[config.mk]
export PLATFORM = sky130hd
export DESIGN_NAME = inst_fetch_unit
export DESIGN_NICKNAME = d
export VERILOG_FILES = /design/src/rtl/inst_fetch_unit.sv
export SDC_FILE = /design/constraint.sdc
export NUM_CORES = 1
export LEC_CHECK = 0
export CAP_MARGIN = 10
export CORE_ASPECT_RATIO = 0.8
export CORE_MARGIN = 2
export CORE_UTILIZATION = 50
export DETAILED_ROUTE_END_ITERATION = 6
export HOLD_SLACK_MARGIN = 0.03
export PLACE_DENSITY = 0.77
export SETUP_SLACK_MARGIN = 0.02
export SYNTH_ARGS = -nofsm -noshare
export SYNTH_HDL_FRONTEND = slang
export SYNTH_SLANG_ARGS = --single-unit
[constraint.sdc]
create_clock -name clk_in -period 10.8 [get_ports clk_in]
set_clock_uncertainty 0.2 [all_clocks]
set_input_delay 2.7 -clock clk_in [delete_from_list [all_inputs] [get_ports clk_in]]
set_output_delay 2.7 -clock clk_in [all_outputs]
set_load 0.02 [all_outputs]
[src/rtl/inst_fetch_unit.sv]
// Instruction fetch unit: keeps the PC, fetches on a same-cycle cache hit and
// fills a circular instruction queue. Define IFU_STATIC_PREDICT_EN to follow JAL and backward branches.
module inst_fetch_unit #(
  parameter int          IQ_DEPTH = 8,
  parameter logic [31:0] RESET_PC = 32'h0
) (
  input  logic        clk_in,
  input  logic        rst_in,
  input  logic        rdy_in,
  output logic [31:0] pc,
  output logic        inst_req,
  input  logic        inst_ready,
  input  logic [31:0] inst_res,
  input  logic        flush_in,
  input  logic [31:0] flush_pc,
  output logic        iq_valid,
  output logic [31:0] iq_inst,
  output logic [31:0] iq_pc,
  output logic        iq_pred_taken,
  input  logic        iq_deq
);
  localparam int PW = $clog2(IQ_DEPTH);
  localparam int CW = PW + 1;

  typedef struct packed {
    logic [31:0] inst;
    logic [31:0] pc;
    logic        pred;
  } iq_entry_t;

  iq_entry_t     iq_mem [IQ_DEPTH];
  logic [PW-1:0] head, tail;
  logic [CW-1:0] count;
  logic          full;
  logic          fetch_fire, deq_fire, flush_fire;
  logic [31:0]   next_pc;
  logic          pred_bit;

  assign full     = (count == CW'(IQ_DEPTH));
  assign inst_req = !rst_in && !flush_in && !full;
  assign iq_valid = (count != '0);

  // flush_in already blocks inst_req, so a flush cycle never fetches
  assign fetch_fire = rdy_in && inst_req && inst_ready;
  assign deq_fire   = rdy_in && iq_deq && iq_valid && !flush_in && !rst_in;
  assign flush_fire = rdy_in && flush_in;

`ifdef IFU_STATIC_PREDICT_EN
  logic [31:0] j_imm, b_imm;

  assign j_imm = {{12{inst_res[31]}}, inst_res[19:12], inst_res[20], inst_res[30:21], 1'b0};
  assign b_imm = {{20{inst_res[31]}}, inst_res[7], inst_res[30:25], inst_res[11:8], 1'b0};

  // JAL always taken; conditional branches taken only when backward
  always_comb begin
    next_pc  = pc + 32'd4;
    pred_bit = 1'b0;
    if (inst_res[6:0] == 7'b1101111) begin
      next_pc  = pc + j_imm;
      pred_bit = 1'b1;
    end else if (inst_res[6:0] == 7'b1100011 && inst_res[31]) begin
      next_pc  = pc + b_imm;
      pred_bit = 1'b1;
    end
  end
`else
  assign next_pc  = pc + 32'd4;
  assign pred_bit = 1'b0;
`endif

  always_ff @(posedge clk_in) begin
    if (rst_in) begin
      pc    <= RESET_PC;
      head  <= '0;
      tail  <= '0;
      count <= '0;
    end else if (flush_fire) begin
      pc    <= flush_pc;
      head  <= '0;
      tail  <= '0;
      count <= '0;
    end else begin
      if (fetch_fire) begin
        pc   <= next_pc;
        tail <= tail + PW'(1);
      end
      if (deq_fire)
        head <= head + PW'(1);
      if (fetch_fire && !deq_fire)
        count <= count + CW'(1);
      else if (deq_fire && !fetch_fire)
        count <= count - CW'(1);
    end
  end

  // entry storage carries no reset; contents are only observed while valid
  always_ff @(posedge clk_in) begin
    if (fetch_fire)
      iq_mem[tail] <= '{inst: inst_res, pc: pc, pred: pred_bit};
  end

  assign iq_inst       = iq_mem[head].inst;
  assign iq_pc         = iq_mem[head].pc;
  assign iq_pred_taken = iq_mem[head].pred;

endmodule

; ---- Yosys cells after proc, flatten, opt, wreduce, memory -nomap -nowiden
; Memories as Yosys holds them, arrays and structs flattened. A register that Yosys moved wholly into a read port is not among the register bits.
; Cells that the tools add are included.
[op_classes]
add_sub_neg = 5
n_eq_ne = 1
n_mux = 8
reduce_logical = 20
[op_table]
columns = operator, n
row1 = $mux 32, 2
row2 = $add 32x3->32 const B, 1
row3 = $logic_and 1x1->1, 11
row4 = $mux 4, 2
row5 = $add 3x1->3 const B, 2
row6 = $mux 3, 2
row7 = $logic_not 1->1, 5
row8 = $add 4x1->4 const B, 1
row9 = $eq 4x4->1 const B, 1
row10 = $reduce_bool 2->1, 2
row11 = $reduce_bool 4->1, 1
row12 = $sub 4x1->4 const B, 1
row13 = $mux 1, 2
row14 = $reduce_or 2->1, 1
[totals]
ff_bits = 42
ramBits = 512
in_bits = 70
output_inout_bits = 99
wordCells = 39
mem_count = 1
[memory_table]
columns = name, words, width, rd, rd_ports_with_merged_regs, wr, line_no
row1 = iq_mem, 8, 64, 1, 1, 1, 31  ; iq_entry_t iq_mem [IQ_DEPTH];

; ---- Logic depth before layout (Yosys ltp)
[logic_depth]
ltp_word = 9
mapped_depth = 14
ltp_nobuf = 11

; ---- Worst setup path before layout
; No wires, ideal clock.
[synth_timing]
path_type = in2reg
from = input rst_in
to = memory iq_mem[4][0] (netlist name) (enable)
setup_time_ns = 0.666
arrival_ns = 10.056
t_required_ns = 9.934
slack_ns = -0.122
cell_stages = 5
path_buffers = 2
path_cell_list = buf_6 nand4bb_4 or2_1 buf_2 nor4b_1
[synth_between]
elab_chain_cells = 7
[synth_lines]
columns = element, line_no
row1 = "start, declared", 8  ; input logic rst_in,
row2 = $logic_not 1->1, 40  ; assign inst_req = !rst_in && !flush_in && !full;
row3 = $logic_and 1x1->1 (2 in a row), 40
row4 = $logic_and 1x1->1 (2 in a row), 44  ; assign fetch_fire = rdy_in && inst_req && inst_ready;
row5 = $mux 1, 98  ; if (fetch_fire)
row6 = $mux 1 (not written as such), 99  ; iq_mem[tail] <= '{inst: inst_res, pc: pc, pred: pred_bit};
row7 = "end, declared", 31
; No other way between the ends.

; ---- Worst setup path after layout
[layout_timing]
from = input rst_in
to = output inst_req
[layout_between]
elab_chain_cells = 3
[layout_lines]
columns = element, line_no
row1 = $logic_not 1->1, 40
row2 = $logic_and 1x1->1 (2 in a row), 40
row3 = "end, declared", 11  ; output logic inst_req,
; No other way between the ends.

==> flow_metrics.tcl <==
set metrics [dict create \
    worst_ep_required_time_ns 7.90 \
    insertion_delay_ns 0.57 \
    arrival_ns 4.23 \
    met1_usage 0.293 \
    cts_max_level 2 \
    ant_nets 0 \
    drv_slew 0 \
    hpwl_mm 24.9 \
    num_antenna_cells 0 \
    syn_avg_cell_area_um2 20.8 \
    irDropWorstVdd_mv 0.116 \
    firstDrtPassIters 5 \
    yosys_register_bits 557 \
    io_pins 169 \
    slew_headroom 0.168 \
    grt_use_met2 0.317 \
    grtUsageMet3 0.0338 \
    nets 1304 \
    path_buf_inv 3 \
    finalSetupTns_ns 0 \
    avgRoutedWirePerCell_um 24.2 \
    drive_gt1_frac 0.244 \
    hold_buffers 0 \
    cap_violations 0 \
    grt_antenna_before_repair 0 \
    synth_edf_count 512 \
    ys_seq_area_frac 0.754 \
    cpLargestDelayFamily "buffers and inverters" \
    rows 68 \
    cts_buffers 54 \
    cpMostUsedCell "clkdlybuf4s50_1" \
    syn-instance-count 1036 \
    wl_mm 44.2 \
    grt_pass1_vias 10800 \
    worst_pin_slew_ns 1.24 \
    layout_commonest_cell "edfxtp_1" \
    fin_cells 1830 \
    post-route-min-period_ns 7.13 \
    crit_chain "clkdlybuf4s50_1, buf_4, nor3_1, clkdlybuf4s50_1" \
    dieWidth_um 236 \
    viasPerCell 5.82 \
    chipHeight_um 190 \
    start_kind "input pin" \
    syn_area_um2 21600 \
    root_buffer "clkbuf_16" \
    nFillCells 3064 \
    synth_flop_cell "edfxtp_1" \
    grt_max_degree 76 \
    grt_usage 0.199 \
    worst-path-max-fanout 36 \
    grt_overflow 0 \
    final_cell_mix "512 x edfxtp_1, 167 x clkdlybuf4s50_1, 128 x mux4_2, 64 x mux2_2, 55 x clkbuf_16" \
    synth_cell_types 46 \
    dp_cells 1731 \
    endpoint_kind "primary output" \
    drc_errors 0 \
    drt_iter0_drc 904 \
    portBuffers 167 \
    cts_tree "yes" \
    core_area_um2 42900 \
    period_share 0.660 \
    die-area_um2 44900 \
    p_leak_nw 8.04 \
    yosys-top-cells-area "edfxtp_1 71%, mux4_2 13%, dfxtp_1 4.2%" \
    postCtsSetupRepairBufs 0 \
    fmax_mhz 140 \
    hold_ws_ns 0.315 \
    grt_pass1_wl_mm 66.8 \
    clk_path_buf_depth 3 \
    status "completed" \
    power_density_nw_per_um2 169 \
    setup_viol 0 \
    rsz0062_at_grt "false" \
    start_util 0.504 \
    synthArstFlopShare 0 \
    ys.warnings.count 0 \
    gr-max-usage-layer "met2" \
    clk_transition_reported_paths_ns 0.06 \
    hp-class "flop to flop" \
    syn-num-nets 1113 \
    yosysTopAreaCellShare 0.712 \
    cp_slowest_stage_delay_ns 0.64 \
    routed-via-count 10700 \
    worstSetupPathType "input pin to primary output" \
    yosysTopAreaCell "edfxtp_1" \
    slowest_stage "clkdlybuf4s50_1" \
    post_cts_resize_count 0 \
    area_growth_pct 18.9 \
    routabilityCongestion 0.824 \
    clkSinkCount 557 \
    finalHoldViolations 0 \
]
[power breakdown]
part | total (mW) | internal, mW | switching (mW)
sequential | 2.40 | 2.37 | 0.0294
combinational | 0.132 | 0.0650 | 0.0670
clock | 1.81 | 1.06 | 0.753
[final cells by class]
cell class	count	area, um^2	share of cell area
timing repair buffer	190	1840	0.0718
multi-input combinational	419	5120	0.199
inverter	5	18.8	0.000731
tap	560	701	0.0273
sequential	557	16300	0.634
clock buffer	64	1430	0.0557
clock inverter	35	287	0.0112
[routing by layer]
metal	up-vias	wire length (um)
li1	4647	-
met2	358	21000
met4	0	776
met3	61	2730
met1	5585	19700
met5	-	0
[sequential cells by signal (all words and copies together) (netlist names), named ones only]
signal and count:
tail 3, pc 32, iq_mem 512, count 4
head 3
[worst register-to-register path, cell delays in order (launching register included)]
cell,delay (ns)
dfxtp_1,0.48
nor4b_4,0.12
or2_1,0.41
inv_2,0.31
nand2_1,0.24
nor2_4,0.46
buf_4,0.77
[through the flow]
stage | utilization | power (mW) | worst slack [ns] | area (um^2)
after floorplan | - | 2.49 | 0.452 | 21600
after global placement | 0.559 | 2.57 | 3.68 | 24000
after detailed placement | 0.559 | 2.57 | 3.65 | 24000
after CTS | 0.599 | 4.37 | 3.65 | 25700
after global routing | 0.599 | 4.47 | 3.57 | 25700
final | 0.599 | 4.34 | 3.67 | 25700
[path summary, 6_finish.rpt]
check | from | endpoint | slack [ns] | cells past startpoint
worst min register to register | count[3]$_SDFFE_PP0P_ | count[3]$_SDFFE_PP0P_ | 0.31 | 2
worst max-delay path | rst_in | inst_req | 3.67 | 4
worst min-delay path | count[3]$_SDFFE_PP0P_ | count[3]$_SDFFE_PP0P_ | 0.31 | 2
worst max register to register | count[0]$_SDFFE_PP0P_ | iq_mem[7][26]$_DFFE_PP_ | 7.37 | 6
[Yosys cell counts (all sizes together), types with 2 or more instances]
cell type / instances
inv: 5
dfxtp: 45
and2: 2
xor2: 25
nor3b: 2
a21oi: 7
xnor2: 8
nor2: 47
ha: 6
mux2i: 3
nand4: 19
clkbuf: 32
nand3: 10
buf: 23
nand3b: 2
a211oi: 26
mux2: 64
edfxtp: 512
nor3: 13
mux4: 128
o21ai: 3
a21o: 2
nor4: 6
nand2: 31
nor4b: 3
and3: 2
[cells by family (layout without fill, tap and decap cells)]
family / count (synthesis) / after routing / share of synthesized area
DFF: 557 / 557 / 0.754
muxes: 195 / 195 / 0.168
and+or+nand+nor: 142 / 142 / 0.0348
buffers and inverters: 60 / 294 / 0.0122
AOI/OAI and AO/OA: 41 / 41 / 0.0133
xor gates and xnor gates: 33 / 33 / 0.0134
adders and majority gates: 7 / 7 / 0.00440
other: 1 / 1 / 0.000174
No activity file was read; power rests on OpenSTA's default activity.
